==> src/rtl/fetch_pkg.sv <==
// Shared types and constants for the instruction fetch unit.
package fetch_pkg;

    localparam int unsigned XLEN       = 32;
    localparam int unsigned WORD_BYTES = 4;
    localparam logic [5:0]  OPC_J      = 6'b000010;

    typedef enum logic {
        RUN  = 1'b0,
        HALT = 1'b1
    } fetch_state_t;

endpackage

==> src/rtl/pc_register.sv <==
// Program counter flop with synchronous active-low reset and load enable.
module pc_register
    import fetch_pkg::*;
#(
    parameter logic [XLEN-1:0] RESET_PC = 32'h0000_0000
) (
    input  logic            clock,
    input  logic            reset,
    input  logic            load,
    input  logic [XLEN-1:0] d,
    output logic [XLEN-1:0] q
);

    always_ff @(posedge clock) begin
        if (!reset) begin
            q <= RESET_PC;
        end else if (load) begin
            q <= d;
        end
    end

endmodule

==> src/rtl/instruction_fetch.sv <==
// Instruction fetch stage: PC, IF/ID register and RUN/HALT control.
// Optional direct-jump decode at fetch is enabled by defining FETCH_JUMP_EN.
module instruction_fetch
    import fetch_pkg::*;
#(
    parameter logic [XLEN-1:0] RESET_PC  = 32'h0000_0000,
    parameter logic [XLEN-1:0] LAST_ADDR = 32'd300
) (
    input  logic            clock,
    input  logic            reset,
    input  logic [XLEN-1:0] instruction,
    output logic [XLEN-1:0] address,
    input  logic            stall,
    input  logic            branch_taken,
    input  logic [XLEN-1:0] branch_target,
    output logic            if_id_valid,
    output logic [XLEN-1:0] if_id_instruction,
    output logic [XLEN-1:0] if_id_pc_plus4,
    output logic            halted,
    output logic [XLEN-1:0] fetch_count
);

    fetch_state_t    state;
    fetch_state_t    state_nxt;
    logic            pc_load;
    logic [XLEN-1:0] pc_nxt;
    logic [XLEN-1:0] pc_plus4;
    logic [XLEN-1:0] seq_pc_c;
    logic            pc_legal_c;
    logic            valid_nxt;
    logic [XLEN-1:0] instr_nxt;
    logic [XLEN-1:0] pc_plus4_nxt;
    logic [XLEN-1:0] count_nxt;

    pc_register #(
        .RESET_PC (RESET_PC)
    ) u_pc (
        .clock (clock),
        .reset (reset),
        .load  (pc_load),
        .d     (pc_nxt),
        .q     (address)
    );

    assign pc_plus4   = address + XLEN'(WORD_BYTES);
    assign pc_legal_c = (address[1:0] == 2'b00) && (address <= LAST_ADDR);

`ifdef FETCH_JUMP_EN
    assign seq_pc_c = (instruction[31:26] == OPC_J)
                    ? {pc_plus4[31:28], instruction[25:0], 2'b00}
                    : pc_plus4;
`else
    assign seq_pc_c = pc_plus4;
`endif

    assign halted = (state == HALT);

    always_ff @(posedge clock) begin
        if (!reset) begin
            state <= RUN;
        end else begin
            state <= state_nxt;
        end
    end

    // Redirect beats everything; an illegal PC halts before a stall can hold it.
    always_comb begin
        state_nxt    = state;
        pc_load      = 1'b0;
        pc_nxt       = address;
        valid_nxt    = if_id_valid;
        instr_nxt    = if_id_instruction;
        pc_plus4_nxt = if_id_pc_plus4;
        count_nxt    = fetch_count;
        case (state)
            RUN: begin
                if (branch_taken) begin
                    pc_load   = 1'b1;
                    pc_nxt    = branch_target;
                    valid_nxt = 1'b0;
                end else if (!pc_legal_c) begin
                    state_nxt = HALT;
                    valid_nxt = 1'b0;
                end else if (!stall) begin
                    pc_load      = 1'b1;
                    pc_nxt       = seq_pc_c;
                    valid_nxt    = 1'b1;
                    instr_nxt    = instruction;
                    pc_plus4_nxt = pc_plus4;
                    if (fetch_count != '1) begin
                        count_nxt = fetch_count + XLEN'(1);
                    end
                end
            end
            HALT: begin
                valid_nxt = 1'b0;
            end
            default: begin
                state_nxt = HALT;
                valid_nxt = 1'b0;
            end
        endcase
    end

    always_ff @(posedge clock) begin
        if (!reset) begin
            if_id_valid       <= 1'b0;
            if_id_instruction <= '0;
            if_id_pc_plus4    <= '0;
            fetch_count       <= '0;
        end else begin
            if_id_valid       <= valid_nxt;
            if_id_instruction <= instr_nxt;
            if_id_pc_plus4    <= pc_plus4_nxt;
            fetch_count       <= count_nxt;
        end
    end

endmodule

==> config.mk <==
export PLATFORM = sky130hd
export DESIGN_NAME = instruction_fetch
export DESIGN_NICKNAME = d
export VERILOG_FILES = /design/src/rtl/fetch_pkg.sv /design/src/rtl/pc_register.sv /design/src/rtl/instruction_fetch.sv
export SDC_FILE = /design/constraint.sdc
export NUM_CORES = 1
export LEC_CHECK = 0
export BUFFER_PORTS_ARGS = -buffer_cell sky130_fd_sc_hd__buf_2
export CORE_UTILIZATION = 50
export DETAILED_ROUTE_END_ITERATION = 12
export GPL_ROUTABILITY_DRIVEN = 0
export MAX_ROUTING_LAYER = met4
export PLACE_DENSITY = 0.8
export SKIP_LAST_GASP = 1
export SLEW_MARGIN = 40
export SYNTH_ARGS = -nofsm -noshare
export SYNTH_HDL_FRONTEND = slang
export SYNTH_HIERARCHICAL = 1
export SYNTH_SLANG_ARGS = --single-unit
==> constraint.sdc <==
create_clock -name clock -period 4.7 [get_ports clock]
set_input_delay 0.235 -clock clock [delete_from_list [all_inputs] [get_ports clock]]
set_output_delay 0.235 -clock clock [all_outputs]
set_load 0.005 [all_outputs]
[Word-level counts from Yosys, hierarchy flattened]
Index checks and enable logic that the tools add are counted.
Storage, ports and cells
  flip-flop bits (word level): 130
  input port bits: 68
  output and inout bits: 130
  word-level logic and storage cells: 35
Cells by class
  add/sub/neg operators: 2
  order comparisons: 1
  eq/ne operators: 3
  multiplexer cells: 14
  bitwise gates (word level): 3
  reduce and logical (&&, ||, !) cells: 6
Operators by type and width (count)
  $mux 32: 3
  $add 32x1->32 const B: 1
  $add 32x3->32 const B: 1
  $le 32x9->1 const B: 1
  $ne 32x32->1 const B: 1
  $mux 1: 10
  $reduce_and 4->1: 2
  $reduce_and 5->1: 1
  $ne 4x4->1 const B: 1
  $not 1->1: 3
  $logic_not 2->1: 1
  $ne 2x1->1 const B: 1
  $pmux 1 s2: 1
  $reduce_bool 2->1: 1
  $logic_and 1x1->1: 1

[Longest topological paths before layout]
Gate-level depths: netlist of run 1.
  depth after elaboration: 6
  mapped depth: 9
  mapped depth without buffers: 7

[Modules after synthesis]
Netlist of run 1, hierarchy kept.
By module, submodules not included
  instruction_fetch: times used 1, cells each 524, area each 4501.8 µm², sequential area each 1961.9 µm²
  pc_register: times used 1, cells each 103, area each 1243.7 µm², sequential area each 640.6 µm²

[Worst setup path before layout of run 1]
OpenSTA, ideal clock, no wires.
  path type: register to register
  start: reg u_pc.q[0]
  end: reg u_pc.q[3]
  setup time: 0.116 ns
  arrival: 2.172 ns
  data required time: 4.584 ns
  path slack: 2.412 ns
  cell stages (with the launch flop): 9
  buffers on the path: 2
  period minus slack after synthesis: 2.288 ns
  path through: dfxtp_1 -> nor4_2 -> nand4_2 -> nor4_2 -> o21a_1 -> buf_6 -> buf_12 -> mux2i_1 -> nor2b_1
On the way
  cells in the longest elaborated chain, start to end: 6
  elaborated cells on any way between the ends: 12
  classes of those cells: add/sub (1); order compare (1); mux (6); reduce/logical (4)
Ends and longest elaborated chain
  start: declaration: RTL line pc_register.sv:11  | output logic [XLEN-1:0] q
  start signal: assignment: RTL line pc_register.sv:16  | q <= RESET_PC;
  start signal: assignment: RTL line pc_register.sv:18  | q <= d;
  $le 32x9->1 / $logic_not 2->1 (equally long branches): RTL line instruction_fetch.sv:46  | assign pc_legal_c = (address[1:0] == 2'b00) && (address <= LAST_ADDR);
  $logic_and 1x1->1 (*): RTL line instruction_fetch.sv:46
  $mux 1 (*): RTL line instruction_fetch.sv:81  | end else if (!pc_legal_c) begin
  $mux 1 (*): RTL line instruction_fetch.sv:77  | if (branch_taken) begin
  $mux 1 (*): RTL line instruction_fetch.sv:75  | case (state)
  named net pc_load: RTL line instruction_fetch.sv:25  | logic pc_load;
  $reduce_and 4->1 (no source line) (*)
Mark *: on every way through the listed nets, which the timed path passes. The rest lies on a longest branch. The select of a mux whose other input is x is not followed.
A chain may end at the register's enable or synchronous reset.

[Final worst setup path of run 1]
  start: reg u_pc.q[0]
  end: reg fetch_count[13]
On the way
  cells in the longest elaborated chain, start to end: 3
  elaborated cells on any way between the ends: 4
  classes of those cells: order compare (1); reduce/logical (3)
Ends and longest elaborated chain
  $le 32x9->1 / $logic_not 2->1 (equally long branches): RTL line instruction_fetch.sv:46
  $logic_and 1x1->1 (*): RTL line instruction_fetch.sv:46
  $reduce_and 5->1 (no source line) (*)
  end signal: assignment: RTL line instruction_fetch.sv:115  | fetch_count <= count_nxt;
  end: declaration: RTL line instruction_fetch.sv:20  | output logic [XLEN-1:0] fetch_count
Every way passes the cells marked *; elsewhere a longest branch is shown, timed or not.

==> results of run 1 <==
## layer usage
metal	wire (um)	GRT usage [%]
met5	0	-
met4	200	9.905
met3	869	6.934
met2	7341	40.16
met1	6478	31.88
## stage by stage
step	total power (W)	worst slack (ns)	std cells	utilization, %
finish	0.002893	2.062	959	66.35
global placement	0.001639	1.642	926	60.93
CTS	0.002900	1.866	958	66.10
global route	0.003007	1.863	958	66.32
floorplan	0.001538	2.412	627	-
detailed placement	0.001658	1.905	926	61.01
## power by group through the flow
stage	Clock (W)	Combinational, W	Sequential [W]
6_report	0.00125	0.000436	0.00121
5_1_grt	0.00132	0.000478	0.00121
4_1_cts	0.00126	0.000431	0.00120
3_5_place_dp	0	0.000429	0.00123
3_3_place_gp	0	0.000416	0.00122
2_1_floorplan	0	0.000317	0.00122
## logic make-up after synthesis
| group | share of synthesized area [%] |
|---|---|
| XOR/XNOR | 0.7622 |
| buffers and inverters | 4.921 |
| multiplexers | 11.87 |
| adder cells (fa/ha/maj) | 0.4355 |
| AO/OA/AOI/OAI | 11.43 |
| AND/OR/NAND/NOR | 25.28 |
| flip-flops | 45.30 |
## worst max-delay path, cell delays in order, from the launching register on
cell	delay [ns]
sky130_fd_sc_hd__dfxtp_1	0.34
sky130_fd_sc_hd__nor4_2	0.32
sky130_fd_sc_hd__nand4_2	0.24
sky130_fd_sc_hd__or3_2	0.53
sky130_fd_sc_hd__buf_6	0.25
sky130_fd_sc_hd__or4_1	0.59
sky130_fd_sc_hd__a21oi_1	0.18
## sequential cells by signal, indices dropped and copies added (netlist names)
name	flops
if_id_pc_plus4	32
fetch_count	32
halted	1
u_pc/q	32
if_id_instruction	32
if_id_valid	1
## cells in the final DEF (no fill, tap or decap), types with 2 or more instances in the layout
cell / Yosys / layout
sky130_fd_sc_hd__nand2b_1: 6 / 6
sky130_fd_sc_hd__clkinv_2: 0 / 2
sky130_fd_sc_hd__nand3_1: 19 / 19
sky130_fd_sc_hd__o21ai_0: 4 / 4
sky130_fd_sc_hd__o22a_1: 2 / 2
sky130_fd_sc_hd__buf_2: 2 / 197
sky130_fd_sc_hd__clkinv_4: 0 / 2
sky130_fd_sc_hd__mux2_2: 25 / 25
sky130_fd_sc_hd__ha_1: 2 / 2
sky130_fd_sc_hd__xnor2_1: 4 / 4
sky130_fd_sc_hd__nor4_1: 8 / 8
sky130_fd_sc_hd__or2_2: 3 / 3
sky130_fd_sc_hd__inv_6: 0 / 5
sky130_fd_sc_hd__buf_4: 0 / 3
sky130_fd_sc_hd__o31ai_1: 22 / 21
sky130_fd_sc_hd__and2_1: 2 / 2
sky130_fd_sc_hd__a21oi_1: 59 / 59
sky130_fd_sc_hd__dfxtp_1: 130 / 130
sky130_fd_sc_hd__a211oi_1: 5 / 5
sky130_fd_sc_hd__nor3_1: 6 / 6
sky130_fd_sc_hd__inv_1: 15 / 14
sky130_fd_sc_hd__mux2i_1: 40 / 40
sky130_fd_sc_hd__nor4_4: 1 / 2
sky130_fd_sc_hd__clkbuf_16: 0 / 17
sky130_fd_sc_hd__and4_1: 3 / 3
sky130_fd_sc_hd__or4_1: 24 / 24
sky130_fd_sc_hd__a22oi_1: 2 / 2
sky130_fd_sc_hd__nor2_1: 18 / 17
sky130_fd_sc_hd__nor2b_1: 33 / 33
sky130_fd_sc_hd__or3_1: 4 / 3
sky130_fd_sc_hd__and3_1: 28 / 28
sky130_fd_sc_hd__nor4_2: 3 / 2
sky130_fd_sc_hd__clkinvlp_4: 0 / 4
sky130_fd_sc_hd__nor4b_1: 3 / 3
sky130_fd_sc_hd__o311ai_0: 2 / 2
sky130_fd_sc_hd__nand2_1: 87 / 87
sky130_fd_sc_hd__nand4_2: 3 / 3
sky130_fd_sc_hd__a31oi_1: 2 / 2
sky130_fd_sc_hd__nand4_1: 7 / 7
## cell type report
type | count | area [um2] | area share (%)
clock buffer | 18 | 429.2 | 5.864
clock inverter | 14 | 131.4 | 1.795
multi-input combinational | 440 | 2899 | 39.61
tap | 140 | 175.2 | 2.394
timing repair buffer | 201 | 1020 | 13.93
sequential | 130 | 2603 | 35.56
antenna | 1 | 2.502 | 0.03419
inverter | 15 | 58.81 | 0.8036
## final timing paths
kind / to / startpoint / slack (ns) / depth (start not counted)
max: fetch_count[13]$_SDFFE_PN0P_ / u_pc/q[0]$_SDFFE_PN0P_ / 2.06 / 6
min: if_id_instruction[2]$_SDFFE_PN0P_ / instruction[2] / 0.05 / 3
max reg2reg: fetch_count[13]$_SDFFE_PN0P_ / u_pc/q[0]$_SDFFE_PN0P_ / 2.06 / 6
min reg2reg: if_id_instruction[15]$_SDFFE_PN0P_ / if_id_instruction[15]$_SDFFE_PN0P_ / 0.45 / 2
==> results, run 1 <==
- The run finished with clean final reports.
- The maximum ir drop on the vdd rail is 0.3343 mV.
- Entering global routing, the biggest net connects 107 pins.
- The longest clock path from root to sink contains 2 buffers.
- The flip-flop cell with the highest count after synthesis is sky130_fd_sc_hd__dfxtp_1.
- STA classifies the critical path startpoint as a flip-flop.
- By startpoint and endpoint, the worst setup path is classified as flip-flop to flip-flop.
- In this run the cell area measured after placement is 6730 um2.
- The average wire length per cell after detail routing is 15.53 um.
- The number of nets at the end of the flow is 875.
- Synthesis inferred 130 register bits.
- Port buffering added 197 buffers.
- The min-delay analysis places its worst path in the category input pin to flip-flop.
- In this run the horizontal extent of the chip is 109.2 um.
- Power spread over the standard cell area amounts to 395.3 nW/um2.
- For this run the aggregate overflow at the end of global routing stands at 0.
- The number of cells upsized or downsized after cts is 0.
- The via count of the first global-routing pass is 4,902.
- STA classifies the critical path endpoint as a flip-flop.
- In the final layout, the share of cells above drive strength 1 is 33.86%.
- The sum of negative setup slack is 0 ns.
- Combinational logic is responsible for 15.1% of the overall power.
- After legalization and detailed placement, the total HPWL measured 10,110 um.
- The achievable frequency is 379.1 MHz.
- The floorplan has 38 rows.
- Measured against its own limit, the worst slew margin works out to 46.54%.
- The count of final hold-check violations came to 0.
- The number of hold-repair buffers added at the cts stage is 0.
- The largest driver fanout on the critical path is 106.
- The synthesized area is 5746 um2.
- The CTS clock-pin slew for the worst setup and hold paths is 0.06 ns.
- The cell sitting at the root of the clock tree is a sky130_fd_sc_hd__clkbuf_16.
- The die is 109.2 um tall.
- The worst hold slack after final layout is 0.05227 ns.
- The number of distinct library cells after synthesis is 51.
- For this block, the via count after detailed routing is 5,309.
- Among all cell types in the netlist, the one instantiated most often is sky130_fd_sc_hd__dfxtp_1.
- The DRC marker count from the first detailed-route iteration is 447.
- The number of buffers created by CTS is 17.
- After detailed routing, the total wire length is 14,890 um.
- The die outline area is 11,920 um2.
- Summed over its instances, the top area cell type makes up 45.30% of the synthesized netlist area.
- The iteration count of the initial detailed-routing pass is 5.
- In this run the post-CTS setup repair buffer count came out at 0.
- Setup violations remaining at the end of the flow were counted as 0.
- Setup repair after global routing left no endpoint under its margin.
- The filler cell count in the final layout is 918.
- After synthesis, the most frequently instantiated cells are sky130_fd_sc_hd__dfxtp_1, sky130_fd_sc_hd__nand2_1, sky130_fd_sc_hd__a21oi_1, sky130_fd_sc_hd__mux2i_1, sky130_fd_sc_hd__nor2b_1.
- The number of nets in the synthesized netlist is 697.
- The initial utilization of the core area, before any placement, comes to 52.09%.
- The worst endpoint required time is 5.03 ns.
- Cell internal power was estimated by the tool at 0.002086 W.
- In this run the power spent charging and discharging nets is 0.0008069 W.
- In the global route stage, overall resource usage came out at 25.81%.
- The global-route wire length before repair is 23,430 um.
- Once detail routing completed, the nets flagged for antenna violations numbered 0.
- After layout, the worst path uses 56.12% of the clock period.
- Sequential elements use 45.30% of the synthesized area.
- The placeable core region is 11,030 um2.
- After synthesis, the cell types taking the most area are sky130_fd_sc_hd__dfxtp_1, sky130_fd_sc_hd__mux2i_1, sky130_fd_sc_hd__nand2_1, sky130_fd_sc_hd__a21oi_1, sky130_fd_sc_hd__mux2_2.
- The max-slew violation count is 0.
- The cell leakage power is 3.210 nW.
- The switching power share of the total is 27.89%.
- Summed over all instances, the cell type with the most area after synthesis is sky130_fd_sc_hd__dfxtp_1.
- The number of warning messages in the yosys log is 6.
- The data arrival time at the worst-slack endpoint is 2.97 ns.
- The count of mapped cells out of synthesis is 627.
- The share of synthesized registers carrying an async set or reset is 0%.
- Averaged over all synthesized cells, the footprint is 9.163 um2.
- Using the TritonRoute via totals, the vias-per-cell ratio works out to 5.536.
- The share of total power dissipated in the clock network is 43.3%.
- The later pin in the worst-skew pair is clocked with a latency of 0.42 ns.
- The number of I/O pins is 198.
- Per report_power, the sequential group accounts for 41.7% of the total.
- The finished cells cover 7318 um2.
- The CTS tree is built.
- The clock drives 130 sinks.
- The number of max-cap violations is 0.
- The layout-stage area growth over the synthesis result is 27.37%.
- The initial antenna violation count is 0.
- CTS built an H-tree with a depth of 4.
- The number of flops mapped to enable cells by yosys is 0.
- The post-detailed-route DRC marker count is 0.
- The worst-case clock skew is 0.008070 ns.
- At the pin with the least slew margin, the transition time is 0.7957 ns.
- Subtracting the final worst setup slack from the clock period gives 2.638 ns.
Note: power is estimated with default switching activity, not from simulation.
==> run 2: changes to the inputs <==
--- a/config.mk
+++ b/config.mk
@@ -6,11 +6,11 @@
 export NUM_CORES = 1
 export LEC_CHECK = 0
 export BUFFER_PORTS_ARGS = -buffer_cell sky130_fd_sc_hd__buf_2
-export CORE_UTILIZATION = 50
+export CORE_UTILIZATION = 45
 export DETAILED_ROUTE_END_ITERATION = 12
 export GPL_ROUTABILITY_DRIVEN = 0
 export MAX_ROUTING_LAYER = met4
-export PLACE_DENSITY = 0.8
+export PLACE_DENSITY = 0.76
 export SKIP_LAST_GASP = 1
 export SLEW_MARGIN = 40
 export SYNTH_ARGS = -nofsm -noshare
==> constraint.sdc (replaced) <==
create_clock -name clock -period 2.3 [get_ports clock]
set_input_delay 0.115 -clock clock [delete_from_list [all_inputs] [get_ports clock]]
set_output_delay 0.115 -clock clock [all_outputs]
set_load 0.005 [all_outputs]
==> run 2 against run 1 <==
Utilization up 1.1 points. Total power up 120%. Worst hold slack better by 0.027 ns. Critical path depth unchanged. Via count up 7.6%. Wire length up 9.0%. Critical endpoint is now fetch_count[22]$_SDFFE_PN0P_. Cell count up 12%. Die area up 11%. Maximum frequency up 15%. Flip-flop and latch count unchanged.
==> results, run 2 (same netlist as run 1, synthesis figures left out) <==
- Pin placement for this block handled 198 I/O pins.
- The via count of the first global-routing pass is 5,231.
- The worst hold slack after final layout is 0.07961 ns.
- The CTS clock-pin slew for the worst setup and hold paths is 0.06 ns.
- In this run the static leakage power is 3.694 nW.
- The remaining global-route overflow is 0.
- Summed over all nets, the switching power comes to 0.001643 W.
- The routed layout has 5,710 vias.
- The clock network is responsible for 43.0% of the overall power.
- The transition at the pin with the smallest max-transition slack is 0.6844 ns.
- For this block, the routed nets add up to 16,230 um of wire.
- TritonCTS built the clock tree.
- The tree is rooted in a sky130_fd_sc_hd__clkbuf_16.
- The count of standard-cell rows is 40.
- The initial antenna violation count came to 0.
- The utilization after layout is 67.46%.
- The half-perimeter wire length of the detailed placement result is 10,250 um.
- The class of the most critical hold timing path is input pin to flip-flop.
- The number of vias per cell is 5.326.
- The height of the die is 115.0 um.
- The number of buffers created by CTS is 17.
- The most common cell after layout, fill and taps aside is sky130_fd_sc_hd__buf_2.
- On the final layout, the worst clock skew is 0.008523 ns.
- Power spread over the standard cell area amounts to 766.5 nW/um2.
- The layout-stage area growth over the synthesis result is 43.38%.
- The number of nets at the end of the flow is 962.
- The proportion of layout cells with a drive suffix above 1 is 38.05%.
- The largest driver fanout on the critical path is 8.
- For this run, design rule violations remaining after detail routing come to 0.
- Dividing the detail-routed wire length by the instance count gives 15.14 um.
- The delay of the slowest cell on the worst path is 0.61 ns.
- Across the whole layout, storage elements account for 2611 um2.
- The iteration count of the initial detailed-routing pass is 7.
- The post-placement setup slack is -0.05260 ns.
- The achievable frequency is 435.7 MHz.
- The power after layout is 0.006315 W.
- Summed over all failing endpoints, the final setup total negative slack is 0 ns.
- Entering global routing, the biggest net connects 73 pins.
- Leaving out fill and tap cells, the most frequent cells in the layout are sky130_fd_sc_hd__buf_2, sky130_fd_sc_hd__dfxtp_1, sky130_fd_sc_hd__nand2_1.
- The number of cells on the worst hold path is 3.
- The multi-input combinational cells in the finished layout cover a total of 2938 um2.
- Setup violations remaining at the end of the flow were counted as 0.
- The data arrival time at the worst-slack endpoint is 2.64 ns.
- The minimum period implied by the final worst setup slack is 2.295 ns.
- The die is 115.0 um wide.
- CTS built an H-tree with a depth of 4.
- The count of final hold-check violations is 0.
- The worst-case IR drop observed on VDD is 0.5999 mV.
- The internal cell power is 0.004672 W.
- The die covers 13,220 um2.
- The worst-case headroom to the max-slew limit is 53.95%.
- The max-slew violation count was 0.
- The critical path goes through nand4_1 -> buf_4 -> nor4_1 -> o31ai_2 -> or4_1 -> a21oi_1.
- The flow ran to the end, and the final reports show no timing, DRC or antenna violations.
- The effective utilization at floorplan is 47.05%.
- The filler cell count in the final layout is 1,013.
- The total area inside the core boundary comes to 12,210 um2.
- The kind of critical path is flip-flop to flip-flop.
- The maximum number of buffers from clock root to sink is 2.
- The global-route wire length before repair is 24,900 um.
- On the critical path, the stage with the largest delay is an instance of sky130_fd_sc_hd__nor4_1.
- Data on the critical path is required at its endpoint by 2.65 ns.
- STA classifies the critical path endpoint as a flip-flop.
- The worst register-to-register path has a depth of 6.
- In this run switching power makes up 26.02% of total power.
- The clock insertion delay at the later pin of the skew report is 0.41 ns.
- Global routing used 24.71% of the available tracks.
- The power share of the sequential group is 38.6%.
- For this block, the initial DRC count from the detailed router was 468.
- The number of max-cap violations is 0.
- Across all setup checks in the final design, the least slack found is 0.004966 ns.
- In this run the tool buffered the top-level ports with 197 buffer cells.
- The kind of start point of the critical path is a flip-flop.
- The share of total power dissipated in combinational logic is 18.4%.
- 0 antenna diodes ended up in the layout.
- Setup repair after global routing could not meet its margin everywhere.
- The count of nets left with antenna violations after detail routing is 0.
- Clock tree synthesis found a total of 130 sinks.
- The final clock period utilization by the worst path is 99.78%.
run 2: worst paths after layout:
path,end,start,slack (ns)
min,if_id_pc_plus4[3]$_SDFFE_PN0P_,reset,0.08
max,fetch_count[22]$_SDFFE_PN0P_,fetch_count[13]$_SDFFE_PN0P_,0.005
max reg2reg,fetch_count[22]$_SDFFE_PN0P_,fetch_count[13]$_SDFFE_PN0P_,0.005
min reg2reg,if_id_instruction[6]$_SDFFE_PN0P_,if_id_instruction[6]$_SDFFE_PN0P_,0.45
run 2: power by group through the flow:
| stage | combinational (W) | clock, W | sequential [W] |
|---|---|---|---|
| after floorplan | 0.000647 | 0 | 0.00250 |
| after global placement | 0.00103 | 0 | 0.00247 |
| after detailed placement | 0.00104 | 0 | 0.00248 |
| after CTS | 0.00109 | 0.00277 | 0.00243 |
| after global routing | 0.00126 | 0.00286 | 0.00245 |
| final | 0.00116 | 0.00272 | 0.00244 |
run 2: stage by stage:
step                std cells  instance area (um2)
floorplan                 627                 5746
global placement         1004                 7182
detailed placement       1004                 7182
CTS                      1067                 8117
global route             1072                 8238
finish                   1072                 8238
run 2: cell type report:
cell class                      count  share of cell area, %
Clock buffer                       18                  5.331
Multi-Input combinational cell    440                  35.66
Tap cell                          168                  2.552
Sequential cell                   130                  31.70
Inverter                           15                 0.6835
Clock inverter                     13                  1.974
Timing Repair Buffer              288                  22.10
run 2: worst max-delay path: cells and delay by family (launching register included):
| family | cells | cell delay, ns |
|---|---|---|
| buf+inv | 1 | 0.22 |
| flops | 1 | 0.33 |
| simple gates | 3 | 1.27 |
| compound gates | 2 | 0.43 |
run 2: layer usage:
metal  GRT usage, %  vias up  share of wire (%)
met1          28.77     2649                 42
met4          11.95        0                2.4
met2          39.40      236                 50
met3          6.695       38                5.3
met5              -        -                  0
li1               -     2787                  -
run 2: timing repair:
item | in CTS | in global routing
pin swaps | 0 | 11
hold buffers | 32 | 0
cloned | 0 | 1
endpoints found under the hold margin | 32 | 0
setup buffers | 0 | 4
endpoints found under the setup margin | 6 | 58
resized for setup | 2 | 17
